`config.mk`:
```
export PLATFORM = sky130hd
export DESIGN_NAME = clk_divider_multi
export DESIGN_NICKNAME = d
export VERILOG_FILES = /design/src/rtl/clk_divider_multi.sv
export SDC_FILE = /design/constraint.sdc
export NUM_CORES = 1
export LEC_CHECK = 0
export ABC_AREA = 1
export CELL_PAD_IN_SITES_DETAIL_PLACEMENT = 1
export CELL_PAD_IN_SITES_GLOBAL_PLACEMENT = 2
export CORE_MARGIN = 1.5
export CORE_UTILIZATION = 40
export DETAILED_ROUTE_END_ITERATION = 10
export GPL_ROUTABILITY_DRIVEN = 0
export MAX_ROUTING_LAYER = met4
export PLACE_DENSITY_LB_ADDON = 0.3
export SYNTH_ARGS = -nofsm -noshare
export SYNTH_HDL_FRONTEND = slang
export SYNTH_SLANG_ARGS = --single-unit
```
`constraint.sdc`:
```
create_clock -name clk -period 3.9 [get_ports clk]
set_input_delay 0.78 -clock clk [delete_from_list [all_inputs] [get_ports clk]]
set_output_delay 0.78 -clock clk [all_outputs]
set_load 0.03 [all_outputs]
```
`src/rtl/clk_divider_multi.sv`:
```
// rtl/clk_divider_multi.sv - multi-channel programmable 50% duty clock divider
// Optional CLKDIV_TICK_EN adds a per-channel period-start tick output.
module clk_divider_multi #(
  parameter int NCH     = 4,
  parameter int W       = 8,
  parameter int DEF_DIV = 2,
  localparam int CHW    = (NCH > 1) ? $clog2(NCH) : 1
) (
  input  logic             clk,
  input  logic             rst,
  input  logic             ld_valid,
  output logic             ld_ready,
  input  logic [CHW-1:0]   ld_ch,
  input  logic [W-1:0]     ld_div,
  output logic             ld_err,
  input  logic [NCH-1:0]   ch_en,
`ifdef CLKDIV_TICK_EN
  output logic [NCH-1:0]   tick,
`endif
  output logic [NCH-1:0]   clk_out
);

  localparam logic [CHW:0] NCH_V = (CHW+1)'(NCH);

  logic [NCH-1:0] run;
  logic [NCH-1:0] pend;
  logic [NCH-1:0] a;
  logic [NCH-1:0] b;
  logic [W-1:0]   cnt [NCH];
  logic [W-1:0]   d   [NCH];
  logic [W-1:0]   p   [NCH];
  logic [W-1:0]   h   [NCH];

  logic ch_bad;
  logic div_bad;
  logic xfer;

  assign ch_bad  = ({1'b0, ld_ch} >= NCH_V);
  assign div_bad = (ld_div < W'(2));
  assign xfer    = ld_valid & ld_ready;

  always_comb begin
    ld_ready = 1'b1;
    for (int i = 0; i < NCH; i++) begin
      if (ld_ch == CHW'(i)) ld_ready = !pend[i];
    end
  end

  // High count: ceil(D/2), so odd divisors hold A one extra cycle that B trims by half.
  always_comb begin
    for (int i = 0; i < NCH; i++) begin
      h[i] = (d[i] >> 1) + {{(W-1){1'b0}}, d[i][0]};
    end
  end

  always_ff @(posedge clk or negedge rst) begin
    if (!rst) begin
      ld_err <= 1'b0;
      for (int i = 0; i < NCH; i++) begin
        run[i]  <= 1'b0;
        pend[i] <= 1'b0;
        a[i]    <= 1'b0;
        cnt[i]  <= '0;
        d[i]    <= W'(DEF_DIV);
        p[i]    <= '0;
      end
    end else begin
      ld_err <= xfer & (ch_bad | div_bad);
      for (int i = 0; i < NCH; i++) begin
        if (!run[i]) begin
          cnt[i] <= '0;
          if (pend[i]) begin
            d[i]    <= p[i];
            pend[i] <= 1'b0;
          end
          if (ch_en[i]) begin
            run[i] <= 1'b1;
            a[i]   <= 1'b1;
          end
        end else if (cnt[i] == d[i] - W'(1)) begin
          // Period boundary: the only point where divisor or enable may change.
          cnt[i] <= '0;
          if (ch_en[i]) begin
            a[i] <= 1'b1;
            if (pend[i]) begin
              d[i]    <= p[i];
              pend[i] <= 1'b0;
            end
          end else begin
            run[i] <= 1'b0;
            a[i]   <= 1'b0;
          end
        end else begin
          cnt[i] <= cnt[i] + W'(1);
          a[i]   <= ((cnt[i] + W'(1)) < h[i]);
        end
        if (xfer && !ch_bad && !div_bad && (ld_ch == CHW'(i))) begin
          p[i]    <= ld_div;
          pend[i] <= 1'b1;
        end
      end
    end
  end

  always_ff @(negedge clk or negedge rst) begin
    if (!rst) begin
      b <= '0;
    end else begin
      b <= a;
    end
  end

  always_comb begin
    for (int i = 0; i < NCH; i++) begin
      clk_out[i] = d[i][0] ? (a[i] & b[i]) : a[i];
    end
  end

`ifdef CLKDIV_TICK_EN
  always_comb begin
    for (int i = 0; i < NCH; i++) begin
      tick[i] = run[i] & (cnt[i] == '0);
    end
  end
`endif

endmodule

```
# Yosys cells after proc, flatten, opt, wreduce, memory -nomap -nowiden
# Cells that the tools add are included.
# classes
addsub,12
order_cmp,5
eq_ne,23
n_mux,72
n_bitwise,6
reduce_logical,23
# op_table
cell,n
2-to-1 mux 8 bit,24
2-to-1 mux 1 bit,48
adder 7 x 1 -> 8 bit,4
"adder 8 x 1 -> 8 bit, second input constant",4
== test 8 bit,4
less-than comparator 8 bit,4
"subtractor 8 x 1 -> 8 bit, second input constant",4
AND reduction 2 bit,8
"!= test 3 x 1 -> 1 bit, second input constant",4
"!= test 3 x 2 -> 1 bit, second input constant",4
"less-than comparator 8 x 2 -> 1 bit, second input constant",1
"!= test 2 x 1 -> 1 bit, second input constant",4
"!= test 2 bit, second input constant",4
nonzero test 2 bit,4
bitwise AND 1 bit,6
logical AND 1 bit,5
logical NOT 1 bit,5
"== test 2 bit, second input constant",2
"== test 2 x 1 -> 1 bit, second input constant",1
logical NOT 2 bit,1
# word_totals
register_bits,113
input_bits,17
output_inout_bits,6
word_cells,164

# Depth between registers and ports, before layout
# Gate-level depths: netlist (run 1).
# depth
depth_word,10
mapped_depth,15

==> results.py, run 1 <==
metrics = {
    "detailed_routing": {
        "drc_errors": 0,
        "ant_nets": 0,
        "routed_wirelength_um": 17500,
        "via_count": 5697,
        "routedWlPerCell_um": 15.5,
        "drt-initial-drc-count": 176,
        "dr.pass1.iters": 4,
        "routed_via_density": 5.05,
    },
    "pwr": {
        "p_leak_uw": 0.00415,
        "ir_drop_uv": 350,
        "p_per_area_nw_per_um2": 422,
        "total_power_uw": 3330,
    },
    "global_routing": {
        "grt_max_degree": 56,
        "grt.total_usage_pct": 21.5,
        "grt_pass1_vias": 6216,
        "grt.overflow.total": 0,
        "antenna_found_initial": 1,
        "grt_pass1_wl_um": 29800,
    },
    "placed_design": {
        "post_dp_cell_area_sq_um": 7230,
        "dp_hpwl_um": 12800,
        "portBuffers": 22,
        "dp_slack_ps": 518,
    },
    "logic_synthesis": {
        "synth_area_leaders": "dfrtp_1 (38%), nand2_1 (16%), ha_1 (8.0%)",
        "synth-xor-area-share_pct": 9.33,
        "seq_area_frac_synth_pct": 41.2,
        "synth_nets": 934,
        "ys_ff_latch": 113,
        "yosys_warnings": 0,
        "synth_cells": 873,
        "synth_cell_types": 35,
        "avgSynthCellArea_sq_um": 7.87,
        "synth_compound_area_share_pct": 3.50,
        "yosys.area.top_type": "dfrtp_1",
        "synth_top_family_by_area": "simple AND/OR/NAND/NOR gates",
        "synth_mux_area_share_pct": 0,
        "synth_area_sq_um": 6870,
        "synthSimpleGateAreaFrac_pct": 30.5,
        "synthAdderAreaFrac_pct": 8.02,
        "synth_top_area_share_pct": 38.3,
    },
    "hold_path": {
        "hold_class": "in -> async",
    },
    "cells_and_area": {
        "layout.area.seq_sq_um": 2830,
        "multi_input_area_sq_um": 3530,
        "nets": 956,
        "fill_cells": 2059,
        "syn2layout_area_growth_pct": 15.0,
        "stdcell_area_sq_um": 7900,
        "drive_above_1_share_pct": 6.39,
    },
    "cts": {
        "cts_max_path_buffers": 2,
        "cts.sinks": 113,
        "cts_buffers": 17,
        "root_buffer": "clkbuf_16",
        "clkTransAtPathRegs_ps": 60,
        "ctsResizeCount": 0,
        "cts_tree": "yes",
        "holdBufCountCts": 0,
        "clk-insertion-delay-late_ps": 420,
        "htree_levels": 4,
        "cts_setup_buffers": 0,
    },
    "die": {
        "core_area_sq_um": 16700,
        "rows": 47,
        "die_y_um": 134,
        "start_util_pct": 41.1,
        "pin_count": 23,
        "die_w_um": 134,
        "dieArea_sq_um": 18000,
    },
    "sta": {
        "tns_ps": 0,
        "drv_slew": 0,
        "rsz0062_at_grt": "no",
        "hold_viol": 0,
        "slew_headroom_pct": 51.8,
        "skew_ps": 21.3,
        "setup_viol": 0,
        "setup_slack_ps": 103,
        "hold_ws_ps": 221,
        "tightest_slew_ps": 722,
    },
    "setup_path": {
        "path_max_fanout": 1,
        "reg2reg_to": "d[28]",
        "worstRegToRegCells": 11,
        "required_ps": 3120,
        "worstReg2RegStart": "d[25]",
        "startpoint": "b[0]",
        "regToRegSetupSlack_ps": 1080,
        "cp.arrival_ps": 3020,
        "path_class": "reg -> out",
        "end_kind": "output pin",
        "start_kind": "register",
    },
    "run_status": {
        "status": "completed",
    },
    "flow_run": {
        "drv_cap": 0,
    },
}
## cell usage in the layout (no fill, tap or decap), drive strengths merged, types with 18 or more instances in the layout
| cell | instances |
|---|---|
| nor2 | 78 |
| nand2 | 293 |
| nand4 | 40 |
| xnor2 | 20 |
| a21oi | 18 |
| clkbuf | 22 |
| xor2 | 48 |
| nand3 | 54 |
| ha | 44 |
| dfrtp | 105 |
| inv | 97 |
## worst max path at each step
stage	end	slack [ps]	depth (start not counted)
CTS	clk_out[0]	100	2
global placement	clk_out[1]	530	2
floorplan	clk_out[0]	520	1
global route	clk_out[0]	70	2
detailed placement	clk_out[3]	520	2
finish	clk_out[0]	100	2
## sequential cells by signal, indices dropped and copies added, names as in the netlist
register	flops
run	4
d	32
a	4
b	4
ld_err	1
p	32
pend	4
cnt	32
## kinds of logic after synthesis
family          count (synthesis)
compound gates                 40
fa+ha+maj                      44
xor+xnor                       70
buf+inv                       119
flops                         113
simple gates                  487
## cells in the mapped netlist (all sizes together)
library cell and count:
nand4 40, dfstp 4, or2 6, xor2 48
o21ai 12, dfrtn 4, xnor3 2, o211ai 1
nor3 6, xnor2 20, o21bai 2, nand3 54
buf 16, clkbuf 6, nand2 293, nand3b 9
nor4 1, o21a 4, a41oi 3, ha 44
inv 97, nor2 78, a21oi 18, dfrtp 105
## report_power, final
part           internal (uW)  switching (uW)
combinational           65.9             118
sequential              1280            78.1
clock                   1230             559
total                   2580             755
## worst max-delay path, stage by stage (launching register included)
cell and delay [ps]:
dfrtn_1 320, o21a_1 180, buf_4 160
## through the flow
stage | instances | utilization (%)
after floorplan | 873 | -
after global placement | 1096 | 43.3
after detailed placement | 1096 | 43.3
after CTS | 1128 | 47.3
after global routing | 1129 | 47.3
final | 1129 | 47.3
## per-layer routing
metal	vias to the layer above	track usage (%)	share of wire (%)
li1	2831	-	-
met1	2780	26.9	47
met2	70	35.6	49
met3	16	4.46	3.0
met4	0	5.68	1.1
met5	-	-	0
## final cells by class
class / instances / share of cell area (%)
Multi-Input combinational cell: 641 / 44.6
Inverter: 97 / 4.61
Tap cell: 220 / 3.48
Clock inverter: 10 / 2.60
Antenna cell: 1 / 0.0317
Sequential cell: 113 / 35.9
Timing Repair Buffer: 25 / 2.91
Clock buffer: 22 / 5.88
(Power assumes the default switching activity.)
==> run 2, diff against run 1 <==
--- a/config.mk
+++ b/config.mk
@@ -12,8 +12,8 @@
 export CORE_UTILIZATION = 40
 export DETAILED_ROUTE_END_ITERATION = 10
 export GPL_ROUTABILITY_DRIVEN = 0
-export MAX_ROUTING_LAYER = met4
 export PLACE_DENSITY_LB_ADDON = 0.3
+export SLEW_MARGIN = 20
 export SYNTH_ARGS = -nofsm -noshare
 export SYNTH_HDL_FRONTEND = slang
 export SYNTH_SLANG_ARGS = --single-unit
==> run 2 against run 1 <==
Via count decreased by 0.23%. Non-clock buffer count did not move. Largest cell class unchanged. Die area did not move. Critical path depth did not move. Count of clock-buffer cells in the layout did not move. Clock skew rose by 1.0 ps. Worst hold slack improved by 2.9 ps.
==> results.py, run 2 (synthesis gave the netlist of run 1 again) <==
metrics = {
    "cts": {
        "clk-insertion-delay-late_ps": 420,
        "cts_max_path_buffers": 2,
        "root_buffer": "clkbuf_16",
        "cts_tree": "yes",
        "cts_setup_buffers": 0,
        "clkTransAtPathRegs_ps": 50,
        "cts_buffers": 17,
        "ctsResizeCount": 0,
        "cts.sinks": 113,
        "htree_levels": 4,
        "holdBufCountCts": 0,
    },
    "sta": {
        "skew_ps": 22.4,
        "slew_headroom_pct": 51.4,
        "tns_ps": 0,
        "drv_slew": 0,
        "hold_viol": 0,
        "tightest_slew_ps": 727,
        "rsz0062_at_grt": "no",
        "setup_viol": 0,
    },
    "cells_and_area": {
        "reg.largest.list": "cnt (32), d (32), p (32)",
        "final_cell_mix": "nand2_1 (291), dfrtp_1 (105), inv_1 (93), nor2_1 (72), nand3_1 (52)",
        "fill_cells": 2057,
        "stdcell_area_sq_um": 7900,
        "drive_above_1_share_pct": 6.39,
        "nets": 956,
        "n_antenna_cell": 0,
        "layout_commonest_cell": "nand2_1",
        "syn2layout_area_growth_pct": 15.0,
    },
    "detailed_routing": {
        "via_count": 5684,
        "drc_errors": 0,
        "routed_wirelength_um": 17500,
        "routedWlPerCell_um": 15.5,
        "drt-initial-drc-count": 169,
        "routed_via_density": 5.04,
        "ant_nets": 0,
        "dr.pass1.iters": 4,
    },
    "placed_design": {
        "dp_hpwl_um": 12800,
        "portBuffers": 22,
        "post_dp_cell_area_sq_um": 7230,
    },
    "setup_path": {
        "regToRegSetupSlack_ps": 1090,
        "cp_slowest_cell": "dfrtn_1",
        "path_cells": "o21a_1, buf_4",
        "worstRegToRegCells": 12,
        "path_class": "reg -> out",
        "cp.arrival_ps": 3010,
        "reg2reg_to": "d[11]",
        "path_max_fanout": 1,
        "end_kind": "output pin",
        "required_ps": 3120,
        "start_kind": "register",
        "worstReg2RegStart": "d[8]",
        "worst_path_largest_cell_delay_ps": 320,
    },
    "flow_run": {
        "drv_cap": 0,
    },
    "die": {
        "dieArea_sq_um": 18000,
        "rows": 47,
        "die_y_um": 134,
        "start_util_pct": 41.1,
        "die_w_um": 134,
        "core_area_sq_um": 16700,
        "pin_count": 23,
    },
    "pwr": {
        "p_comb_share_pct": 5.5,
        "clkPwrFrac_pct": 53.7,
        "seq_power_share_pct": 40.8,
        "ir_drop_uv": 350,
        "p_sw_share_pct": 22.7,
        "intPower_uw": 2580,
        "p_switching_uw": 756,
        "p_per_area_nw_per_um2": 422,
        "p_leak_uw": 0.00415,
    },
    "global_routing": {
        "antenna_found_initial": 1,
        "grt_max_degree": 56,
        "grt.total_usage_pct": 20.8,
        "grt_pass1_vias": 6226,
        "grt.overflow.total": 0,
        "grt_pass1_wl_um": 29700,
    },
    "run_status": {
        "status": "completed",
    },
    "hold_path": {
        "hold_class": "in -> async",
    },
}
[run 2: area by class of cell]
class	instances	area, sq um	area share (%)
clock buffer	22	464	5.88
clock inverter	10	205	2.60
inverter	97	364	4.61
multi-input combinational	641	3530	44.6
sequential	113	2830	35.9
tap	220	275	3.49
timing repair buffer	25	230	2.92
[run 2: power groups by stage]
stage               Combinational (uW)  Clock (uW)  Sequential [uW]
detailed placement                 185           0             1370
global placement                   175           0             1370
CTS                                190        1810             1360
floorplan                          112           0             1340
finish                             184        1790             1360
global route                       217        1870             1370
[run 2: worst max-delay path, delay by kind of cell (launching register included)]
kind	cells	cell delay (ps)
buf+inv	1	160
flops	1	320
compound gates	1	180
[run 2: metal layers]
| layer | global-route usage [%] | vias to the layer above | part of all wire [%] |
|---|---|---|---|
| li1 | - | 2829 | - |
| met1 | 26.7 | 2767 | 47 |
| met2 | 35.7 | 61 | 48 |
| met3 | 4.50 | 25 | 2.6 |
| met4 | 5.68 | 2 | 1.4 |
| met5 | 0 | - | 0.074 |
[run 2: worst max-delay path by stage]
stage | end | slack [ps] | cells after the start | startpoint
2_1_floorplan | clk_out[0] | 520 | 1 | b[0]
3_5_place_dp | clk_out[3] | 520 | 2 | b[3]
4_1_cts | clk_out[0] | 100 | 2 | b[0]
6_report | clk_out[3] | 110 | 2 | b[3]
3_3_place_gp | clk_out[1] | 530 | 2 | b[1]
5_1_grt | clk_out[3] | 70 | 2 | b[3]
[run 2: stage by stage]
stage	util [%]	instances	total power (uW)	worst slack (ps)	hold WS, ps
floorplan	-	873	1450	518	442
global placement	43.3	1096	1540	527	461
detailed placement	43.3	1096	1560	518	467
CTS	47.3	1128	3360	98.8	219
global route	47.3	1128	3460	70.5	211
finish	47.3	1128	3330	112	223
==> run 3, diff against run 2 <==
--- a/config.mk
+++ b/config.mk
@@ -8,6 +8,7 @@
 export ABC_AREA = 1
 export CELL_PAD_IN_SITES_DETAIL_PLACEMENT = 1
 export CELL_PAD_IN_SITES_GLOBAL_PLACEMENT = 2
+export CORE_ASPECT_RATIO = 0.5
 export CORE_MARGIN = 1.5
 export CORE_UTILIZATION = 40
 export DETAILED_ROUTE_END_ITERATION = 10
==> constraint.sdc (replaced) <==
create_clock -name clk -period 4.87 [get_ports clk]
set_input_delay 0.974 -clock clk [delete_from_list [all_inputs] [get_ports clk]]
set_output_delay 0.974 -clock clk [all_outputs]
set_load 0.03 [all_outputs]
==> run 3 against run 2 <==
Register-to-register slack better by 760 ps. Cell count up 0.62%. Clock skew up 0.76 ps. Die area up 0.27%. Sequential cell count unchanged. Critical path type unchanged. Largest power group unchanged.
==> results.py, run 3 (synthesis gave the netlist of run 1 again) <==
metrics = {
    "global_routing": {
        "grt.overflow.total": 0,
        "antenna_found_initial": 0,
        "grt.total_usage_pct": 19.9,
        "grt_max_degree": 39,
        "grt_pass1_wl_um": 28300,
        "grt_pass1_vias": 5770,
    },
    "pwr": {
        "total_power_uw": 2580,
        "p_leak_uw": 0.00415,
        "p_per_area_nw_per_um2": 327,
        "p_switching_uw": 603,
        "clkPwrFrac_pct": 52.1,
        "intPower_uw": 1970,
        "ir_drop_uv": 176,
        "p_comb_share_pct": 5.6,
        "p_sw_share_pct": 23.4,
        "seq_power_share_pct": 42.3,
    },
    "cts": {
        "holdBufCountCts": 0,
        "cts_max_path_buffers": 2,
        "clk-insertion-delay-late_ps": 410,
        "cts.sinks": 113,
        "cts_tree": "yes",
        "root_buffer": "clkbuf_16",
        "clkTransAtPathRegs_ps": 60,
        "htree_levels": 4,
        "cts_buffers": 17,
    },
    "run_status": {
        "status": "completed",
    },
    "cells_and_area": {
        "stdcell_area_sq_um": 7870,
        "drive_above_1_share_pct": 6.06,
        "reg.largest.list": "cnt (32), d (32), p (32)",
        "nets": 956,
        "fill_cells": 2046,
        "layout_commonest_cell": "nand2_1",
        "final_core_util_pct": 47.4,
        "layout.area.seq_sq_um": 2830,
        "n_antenna_cell": 0,
        "syn2layout_area_growth_pct": 14.6,
        "final_cell_mix": "nand2_1 (291), dfrtp_1 (105), inv_1 (93), nor2_1 (72), nand3_1 (52)",
        "multi_input_area_sq_um": 3530,
    },
    "detailed_routing": {
        "drc_errors": 0,
        "ant_nets": 0,
        "wl_met1_um": 8330,
        "drt-initial-drc-count": 169,
        "routed_via_density": 4.90,
        "dr.pass1.iters": 4,
        "wl_met3_um": 292,
        "highest_layer": "met4",
        "via_count": 5564,
        "wl_met2_um": 7740,
        "routedWlPerCell_um": 14.6,
        "routed_wirelength_um": 16500,
    },
    "sta": {
        "hold_viol": 0,
        "tightest_slew_ps": 680,
        "slew_headroom_pct": 54.5,
        "skew_ps": 23.1,
        "tns_ps": 0,
        "drv_slew": 0,
        "rsz0062_at_grt": "no",
        "setup_viol": 0,
        "hold_ws_ps": 475,
    },
    "die": {
        "dieArea_sq_um": 18000,
        "start_util_pct": 41.4,
        "die_y_um": 95.7,
        "pin_count": 23,
        "rows": 33,
        "core_area_sq_um": 16600,
        "die_w_um": 188,
    },
    "setup_path": {
        "worstReg2RegStart": "a[1]",
        "startpoint": "b[1]",
        "start_kind": "register",
        "path_class": "reg -> out",
        "required_ps": 3900,
        "end_kind": "output pin",
        "cp.arrival_ps": 3730,
        "path_max_fanout": 1,
    },
    "hold_path": {
        "worstHoldStart": "p[2]",
        "hold_class": "reg -> reg",
    },
    "placed_design": {
        "portBuffers": 22,
        "dp_hpwl_um": 12000,
        "post_dp_cell_area_sq_um": 7250,
    },
    "flow_run": {
        "drv_cap": 0,
    },
}
run 3: stage by stage:
stage | std cells | setup slack [ps]
after CTS | 1135 | 141
after global placement | 1103 | 323
after detailed placement | 1103 | 284
after global routing | 1135 | 108
final | 1135 | 166
after floorplan | 873 | 809
run 3: final cells by class:
type | instances | share of cell area (%)
inverter | 97 | 4.62
sequential | 113 | 36.0
tap | 227 | 3.61
clock inverter | 10 | 2.00
clock buffer | 22 | 6.02
multi-input combinational | 641 | 44.8
timing repair buffer | 25 | 2.99
run 3: power by group through the flow:
stage / clock (uW) / sequential, uW / combinational, uW
2_1_floorplan: 0 / 1070 / 90.0
3_3_place_gp: 0 / 1100 / 137
3_5_place_dp: 0 / 1100 / 146
4_1_cts: 1370 / 1090 / 150
5_1_grt: 1410 / 1100 / 170
6_report: 1340 / 1090 / 146
run 3: repair_timing:
item | in CTS | in global routing
buffers inserted | 0 | 0
setup endpoints to repair | 4 | 0
resized for setup | 4 | 0
run 3: final timing paths:
kind / to / depth (start not counted) / slack [ps]
min: p[2] / 2 / 480
max: clk_out[1] / 2 / 170
max reg2reg: b[1] / 0 / 1850
max in group asynchronous: b[1] / 1 / 1670
min reg2reg: p[2] / 2 / 480
min in group asynchronous: cnt[24] / 1 / 510
run 3: critical path, stage by stage, from the launching register on:
cell,delay (ps)
dfrtn_1,400
o21a_1,120
dlygate4sd2_1,380
run 3: routing by layer:
metal | up-vias | global-route usage [%]
met5 | - | 0
met4 | 0 | 6.75
met3 | 15 | 3.24
met2 | 33 | 34.6
met1 | 2698 | 25.6
li1 | 2818 | -
